==> src/rtl/dlfloat_mul_seq_ctrl.sv <==
// Sequenced DLFloat multiplier: shift-add fraction multiply, iterative normalise.
// Ports: clk, rst (sync, high), in_valid/in_ready + flp_a/flp_b operands,
//   out_valid/out_ready + result/ovf/unf, busy (MUL, NORM, DONE).
module dlfloat_mul_seq_ctrl #(
  parameter int EXP_W  = 7,
  parameter int FRAC_W = 9,
  parameter int BIAS   = 63
) (
  input  logic                      clk,
  input  logic                      rst,
  input  logic                      in_valid,
  output logic                      in_ready,
  input  logic [EXP_W+FRAC_W-1:0]   flp_a,
  input  logic [EXP_W+FRAC_W-1:0]   flp_b,
  output logic                      out_valid,
  input  logic                      out_ready,
  output logic [EXP_W+FRAC_W-1:0]   result,
  output logic                      ovf,
  output logic                      unf,
  output logic                      busy
);

  localparam int F  = FRAC_W;
  localparam int W  = EXP_W + FRAC_W;
  localparam int EW = EXP_W + 3;
  localparam int CW = $clog2(FRAC_W);

  typedef enum logic [1:0] {
    IDLE,
    MUL,
    NORM,
    DONE
  } state_t;

  state_t state, state_n;

  // Low half of acc starts out holding the multiplier; its LSB is the
  // add decision and product bits fill in from the top as it drains.
  logic [2*F-1:0] acc;
  logic [F-1:0]   frac_a;
  logic [CW-1:0]  cnt;
  logic [F-1:0]   prod;
  logic [EW-1:0]  exp_r;
  logic           zero;

  logic [F:0]     sum;
  logic [2*F-1:0] acc_nxt;
  logic           last;
  logic           ovf_c;
  logic           unf_c;

  assign sum = {1'b0, acc[2*F-1:F]}
             + (acc[0] ? {1'b0, frac_a} : '0);
  assign acc_nxt = {sum, acc[F-1:1]};
  assign last = (cnt == CW'(F - 1));

  // exp_r is two's complement; above EXP_W bits any set bit with a
  // clear sign means the exponent no longer fits.
  assign unf_c = exp_r[EW-1];
  assign ovf_c = !exp_r[EW-1] && (exp_r[EW-2:EXP_W] != '0);

  always_ff @(posedge clk) begin
    if (rst) state <= IDLE;
    else     state <= state_n;
  end

  always_ff @(posedge clk) begin
    if (rst) begin
      acc    <= '0;
      frac_a <= '0;
      cnt    <= '0;
      prod   <= '0;
      exp_r  <= '0;
      zero   <= 1'b0;
    end else begin
      unique case (state)
        IDLE: begin
          if (in_valid) begin
            frac_a <= flp_a[F-1:0];
            acc    <= {{F{1'b0}}, flp_b[F-1:0]};
            cnt    <= '0;
            zero   <= 1'b0;
            exp_r  <= EW'(flp_a[W-1:F])
                    + EW'(flp_b[W-1:F])
                    - EW'(BIAS);
          end
        end
        MUL: begin
          acc <= acc_nxt;
          cnt <= cnt + CW'(1);
          if (last) prod <= acc_nxt[2*F-1:F];
        end
        NORM: begin
          if (prod == '0) begin
            zero <= 1'b1;
          end else if (!prod[F-1]) begin
            prod  <= {prod[F-2:0], 1'b0};
            exp_r <= exp_r - EW'(1);
          end
        end
        DONE: begin
        end
        default: begin
        end
      endcase
    end
  end

  always_comb begin
    state_n   = state;
    in_ready  = 1'b0;
    out_valid = 1'b0;
    busy      = 1'b1;
    result    = '0;
    ovf       = 1'b0;
    unf       = 1'b0;
    unique case (state)
      IDLE: begin
        in_ready = 1'b1;
        busy     = 1'b0;
        if (in_valid) state_n = MUL;
      end
      MUL: begin
        if (last) state_n = NORM;
      end
      NORM: begin
        if (prod == '0 || prod[F-1]) state_n = DONE;
      end
      DONE: begin
        out_valid = 1'b1;
        if (zero) begin
          result = '0;
        end else if (ovf_c) begin
          result = '1;
          ovf    = 1'b1;
        end else if (unf_c) begin
          unf    = 1'b1;
        end else begin
          result = {exp_r[EXP_W-1:0], prod};
        end
        if (out_ready) state_n = IDLE;
      end
      default: state_n = IDLE;
    endcase
  end

endmodule

==> config.mk <==
export PLATFORM = sky130hd
export DESIGN_NAME = dlfloat_mul_seq_ctrl
export DESIGN_NICKNAME = d
export VERILOG_FILES = /design/src/rtl/dlfloat_mul_seq_ctrl.sv
export SDC_FILE = /design/constraint.sdc
export NUM_CORES = 1
export LEC_CHECK = 0
export CORE_MARGIN = 4
export CORE_UTILIZATION = 40
export CTS_CLUSTER_DIAMETER = 150
export DETAILED_ROUTE_END_ITERATION = 8
export HOLD_SLACK_MARGIN = 0.03
export PLACE_DENSITY = 0.59
export SLEW_MARGIN = 20
export SYNTH_ARGS = -nofsm -noshare
export SYNTH_HDL_FRONTEND = slang
export SYNTH_SLANG_ARGS = --single-unit
==> constraint.sdc <==
create_clock -name clk -period 5.8 [get_ports clk]
set_input_delay 1.16 -clock clk [delete_from_list [all_inputs] [get_ports clk]]
set_output_delay 1.16 -clock clk [all_outputs]
set_load 0.02 [all_outputs]
==> results of run 1 <==
[flip-flops by register name (all words and copies together) (netlist names)]
name,cells
acc,18
cnt,4
exp_r,10
frac_a,9
prod,9
state,2
zero,1
[cell type report]
cell class                 count  share of cell area
tap                          108             0.03175
timing repair buffer          57              0.1323
clock buffer                   6             0.01705
sequential                    53              0.2493
inverter                      22             0.01940
clock inverter                 2            0.003527
multi-input combinational    335              0.5467
[cells by family after synthesis]
| kind of cell | Yosys count | synth area share |
|---|---|---|
| AOI/OAI and AO/OA | 129 | 0.2532 |
| buffers and inverters | 47 | 0.05497 |
| adders and majority gates | 31 | 0.1127 |
| xor gates and xnor gates | 7 | 0.01716 |
| DFF | 53 | 0.2969 |
| muxes | 17 | 0.04797 |
| and+or+nand+nor | 151 | 0.2171 |
[worst max-delay path, stage by stage, from the launching register on]
cell             delay (ns)
dfxtp_1                0.38
ha_1                   0.24
nor3b_4                0.64
o21a_1                 0.24
clkdlybuf4s50_1        0.61
[power by group]
group          switching (mW)  internal, mW
Combinational           0.492         0.328
Clock                   0.130        0.0856
Sequential              0.111         0.459
[metal layers]
metal | GRT usage | part of all wire
met1 | 0.2446 | 0.48
met2 | 0.2781 | 0.47
met3 | 0.02571 | 0.036
met4 | 0.03532 | 0.010
met5 | 0 | 0
[cell usage after synthesis, types with 10 or more instances]
master,count,share of area
nor2_1,46,0.048
ha_1,29,0.10
inv_1,21,0.022
mux2i_1,16,0.045
nand2_1,38,0.040
a211oi_1,18,0.038
dfxtp_1,53,0.30
clkbuf_1,14,0.015
a21oi_1,34,0.048
a22oi_1,10,0.021
and2_1,14,0.025
o21a_1,18,0.038
o21ai_0,13,0.018
[metrics by stage]
step           setup WS, ns  instance area, µm²
2_1_floorplan         2.857                3573
3_3_place_gp          2.398                4163
3_5_place_dp          2.341                4163
4_1_cts               1.985                4250
5_1_grt               2.081                4257
6_report              2.218                4257
[path summary, 6_finish.rpt]
check / cells after the start / end / from
worst max-delay path: 4 / result[9] / state[1]
worst min-delay path: 2 / frac_a[8] / frac_a[8]
worst max register to register: 7 / exp_r[9] / state[0]
worst min register to register: 2 / frac_a[8] / frac_a[8]
==> results.json, run 1 <==
{
  "outcome": "finished, final reports clean",
  "synthesis.nets": 502,
  "worst_slew_pin_slew_ns": 1.052,
  "synth-seq-area-share": 0.2969,
  "fin_crit_sh": 0.6176,
  "drcViolationCount": 0,
  "grt_pass1_wl_um": 14810,
  "htreeDepth": 2,
  "cts_buffers": 5,
  "fp-row-count": 34,
  "worst_setup_path_end_kind": "output port",
  "fmax_mhz": 279.2,
  "port_buffers": 56,
  "num_antenna_cells": 0,
  "yosysWarnings": 0,
  "drv_slew": 0,
  "leakagePower_nw": 1.655,
  "slew_headroom": 0.2983,
  "layout_commonest_cell": "clkdlybuf4s50_1",
  "antenna_found_initial": 0,
  "cts_tree": "done",
  "final_core_util": 0.4881,
  "viasPerCell": 5.537,
  "fin_cells": 583,
  "holdWs_ns": 0.4562,
  "die_area_um2": 10510,
  "synth_edf_count": 0,
  "ant_nets": 0,
  "peakVddDrop_v": 0.0001563,
  "ys.flop_type": "dfxtp_1",
  "place_inst": 575,
  "grt_usage": 0.1721,
  "fillers": 861,
  "cts_hold_buf": 0,
  "pin_count": 57,
  "final_cell_mix": "clkdlybuf4s50_1, dfxtp_1, nor2_1",
  "cts_sinks": 53,
  "skew_ns": 0.008513,
  "hpwl_um": 6557,
  "setup-tns-final_ns": 0,
  "vias": 3228,
  "grt_max_degree": 59,
  "clk_latency_ns": 0.31,
  "drtIter0Drc": 114,
  "synth_cell_types": 60,
  "cts_root_buf": "clkbuf_8",
  "hold_viol": 0,
  "critPathLaunchType": "flip-flop",
  "cp.arrival_ns": 2.42,
  "gp_congestion": 0.8524,
  "wl_per_cell_um": 14.99,
  "cts_buffer_depth": 2,
  "post_cts_resized": 0,
  "maxCapViolations": 0,
  "grt_pass1_vias": 3065,
  "synthCells": 435,
  "die_width_um": 102.5,
  "rsz0062_at_grt": "no",
  "dr.pass1.iters": 4,
  "fin_nets": 541,
  "start_util": 0.4098,
  "core-area_um2": 8721,
  "clk_pin_slew_ns": 0.10,
  "avgSynthCellArea_um2": 8.215,
  "async_reset_ff_frac": 0,
  "drive_above_1_share": 0.04842,
  "min_path_type": "reg -> reg",
  "ys_ff_latch": 53,
  "multi_input_area_um2": 2327,
  "r2r_slack_ns": 3.33,
  "setup_viol": 0,
  "synth_area_um2": 3573,
  "period_minus_slack_ns": 3.582,
  "die_h_um": 102.5,
  "wl_um": 8738,
  "powerDensity_nw_per_um2": 377.1,
  "cts_setup_buffers": 0,
  "fin_total_pwr_mw": 1.605,
  "seqCellArea_um2": 1061,
  "area_delta_synth_final_pct": 19.12,
  "cp_max_fo": 17,
  "overflow": 0,
  "cp.required_ns": 4.64,
  "critPathKind": "reg -> out"
}
(Power assumes the default switching activity.)
==> inputs of run 2 (changes only) <==
==> constraint.sdc (replaced) <==
create_clock -name clk -period 3.75 [get_ports clk]
set_input_delay 0.75 -clock clk [delete_from_list [all_inputs] [get_ports clk]]
set_output_delay 0.75 -clock clk [all_outputs]
set_load 0.02 [all_outputs]
==> results.json, run 2 (same netlist as run 1, synthesis figures left out) <==
{
  "viasPerCell": 5.457,
  "reg_top3": "acc: 18 flops, exp_r: 10 flops",
  "num_antenna_cells": 0,
  "htreeDepth": 2,
  "met3_usage": 0.02571,
  "worst_slew_pin_slew_ns": 1.067,
  "placed_cell_area_um2": 4185,
  "clk_latency_ns": 0.31,
  "cts_buffer_depth": 2,
  "cp_slowest_stage_delay_ns": 0.61,
  "setup-tns-final_ns": 0,
  "swShare": 0.4522,
  "fin_total_pwr_mw": 2.493,
  "layout_commonest_cell": "clkdlybuf4s50_1",
  "wl_um": 8563,
  "crit_chain": "ha_1 > nor3b_2 > buf_4 > o21a_1 > clkdlybuf4s50_1",
  "die_h_um": 102.5,
  "antenna_found_initial": 0,
  "fmax_mhz": 347.2,
  "path_buf_inv": 2,
  "largest_register_ffs": 18,
  "wl_per_cell_um": 14.61,
  "maxCapViolations": 0,
  "critPathKind": "reg -> out",
  "grt_usage": 0.1689,
  "fin_area_um2": 4280,
  "grt_pass1_vias": 3009,
  "cts_sinks": 53,
  "leakagePower_nw": 1.683,
  "cp.arrival_ns": 2.13,
  "fin_crit_sh": 0.7680,
  "die_width_um": 102.5,
  "powerDensity_nw_per_um2": 582.3,
  "cts_buffers": 5,
  "holdWs_ns": 0.4563,
  "busiest_layer": "met2",
  "worst_setup_path_end_kind": "output port",
  "setup_viol": 0,
  "outcome": "finished, final reports clean",
  "pin_count": 57,
  "post_cts_resized": 0,
  "seqPwrFrac": 0.352,
  "dr.pass1.iters": 4,
  "cp.required_ns": 3.00,
  "die_area_um2": 10510,
  "hold_viol": 0,
  "switching_power_mw": 1.127,
  "drv_slew": 0,
  "rsz0062_at_grt": "no",
  "cp_slowest_cell": "clkdlybuf4s50_1",
  "skew_ns": 0.01130,
  "drcViolationCount": 0,
  "power.share.clock": 0.138,
  "period_minus_slack_ns": 2.880,
  "final_cell_mix": "clkdlybuf4s50_1, dfxtp_1, nor2_1",
  "use_met2": 0.2855,
  "grt_pass1_wl_um": 14590,
  "p_int_mw": 1.365,
  "pre_cts_ws_ns": 0.8294,
  "min_path_type": "reg -> reg",
  "cts_tree": "done",
  "fillers": 855,
  "combPwrFrac": 0.510,
  "ant_nets": 0,
  "overflow": 0,
  "cp_max_fo": 17,
  "hpwl_um": 6468,
  "core-area_um2": 8721,
  "drtIter0Drc": 93,
  "grt_max_degree": 59,
  "critPathLaunchType": "flip-flop",
  "peakVddDrop_v": 0.0002931,
  "fin_ws_ns": 0.8699,
  "fin_nets": 544,
  "start_util": 0.4098,
  "clk_pin_slew_ns": 0.10,
  "area_delta_synth_final_pct": 19.78,
  "slew_headroom": 0.2887,
  "fp-row-count": 34,
  "cts_setup_buffers": 0,
  "regMostFlops": "acc",
  "cts_hold_buf": 0,
  "cp_top_family": "buffers and inverters",
  "gp_congestion": 0.8046,
  "port_buffers": 56,
  "cts_root_buf": "clkbuf_8",
  "use_met1": 0.2324,
  "vias": 3198,
  "drive_above_1_share": 0.05649
}
## run 2: metrics by stage
step           utilization  cells
2_1_floorplan            -    435
3_3_place_gp        0.4799    578
3_5_place_dp        0.4799    578
4_1_cts             0.4908    586
5_1_grt             0.4908    586
6_report            0.4908    586
## run 2: worst reg2reg max path, stage by stage (launching register included)
cell	delay (ns)
dfxtp_1	0.40
and2_1	0.19
ha_1	0.22
fa_1	0.45
a211oi_2	0.25
nor2_1	0.09
a41oi_1	0.32
mux2i_1	0.23
a311oi_1	0.10
## run 2: metal layers
metal / part of all wire / routed length, µm
met4: 0.0039 / 33
met5: 0 / 0
met2: 0.49 / 4170
met1: 0.48 / 4087
met3: 0.032 / 272
## run 2: cell type report
| class | count | area (µm²) | share of cell area |
|---|---|---|---|
| clock inverter | 3 | 26.28 | 0.006139 |
| inverter | 22 | 82.58 | 0.01929 |
| multi-input combinational | 335 | 2321 | 0.5422 |
| clock buffer | 5 | 68.82 | 0.01608 |
| sequential | 53 | 1061 | 0.2479 |
| tap | 108 | 135.1 | 0.03157 |
| timing repair buffer | 60 | 585.6 | 0.1368 |
## run 2: power groups by stage
stage / combinational [mW] / sequential [mW] / clock, mW
floorplan: 1.02 / 0.841 / 0
global placement: 1.27 / 0.889 / 0
detailed placement: 1.27 / 0.891 / 0
CTS: 1.28 / 0.880 / 0.356
global route: 1.43 / 0.901 / 0.377
finish: 1.27 / 0.879 / 0.344
## run 2: path summary, 6_finish.rpt
| path | from | endpoint | slack, ns | cells past startpoint |
|---|---|---|---|---|
| worst max-delay path | state[1] | result[12] | 0.87 | 5 |
| worst min-delay path | frac_a[3] | frac_a[3] | 0.46 | 2 |
| worst max register to register | acc[0] | prod[7] | 1.34 | 8 |
| worst min register to register | frac_a[3] | frac_a[3] | 0.46 | 2 |
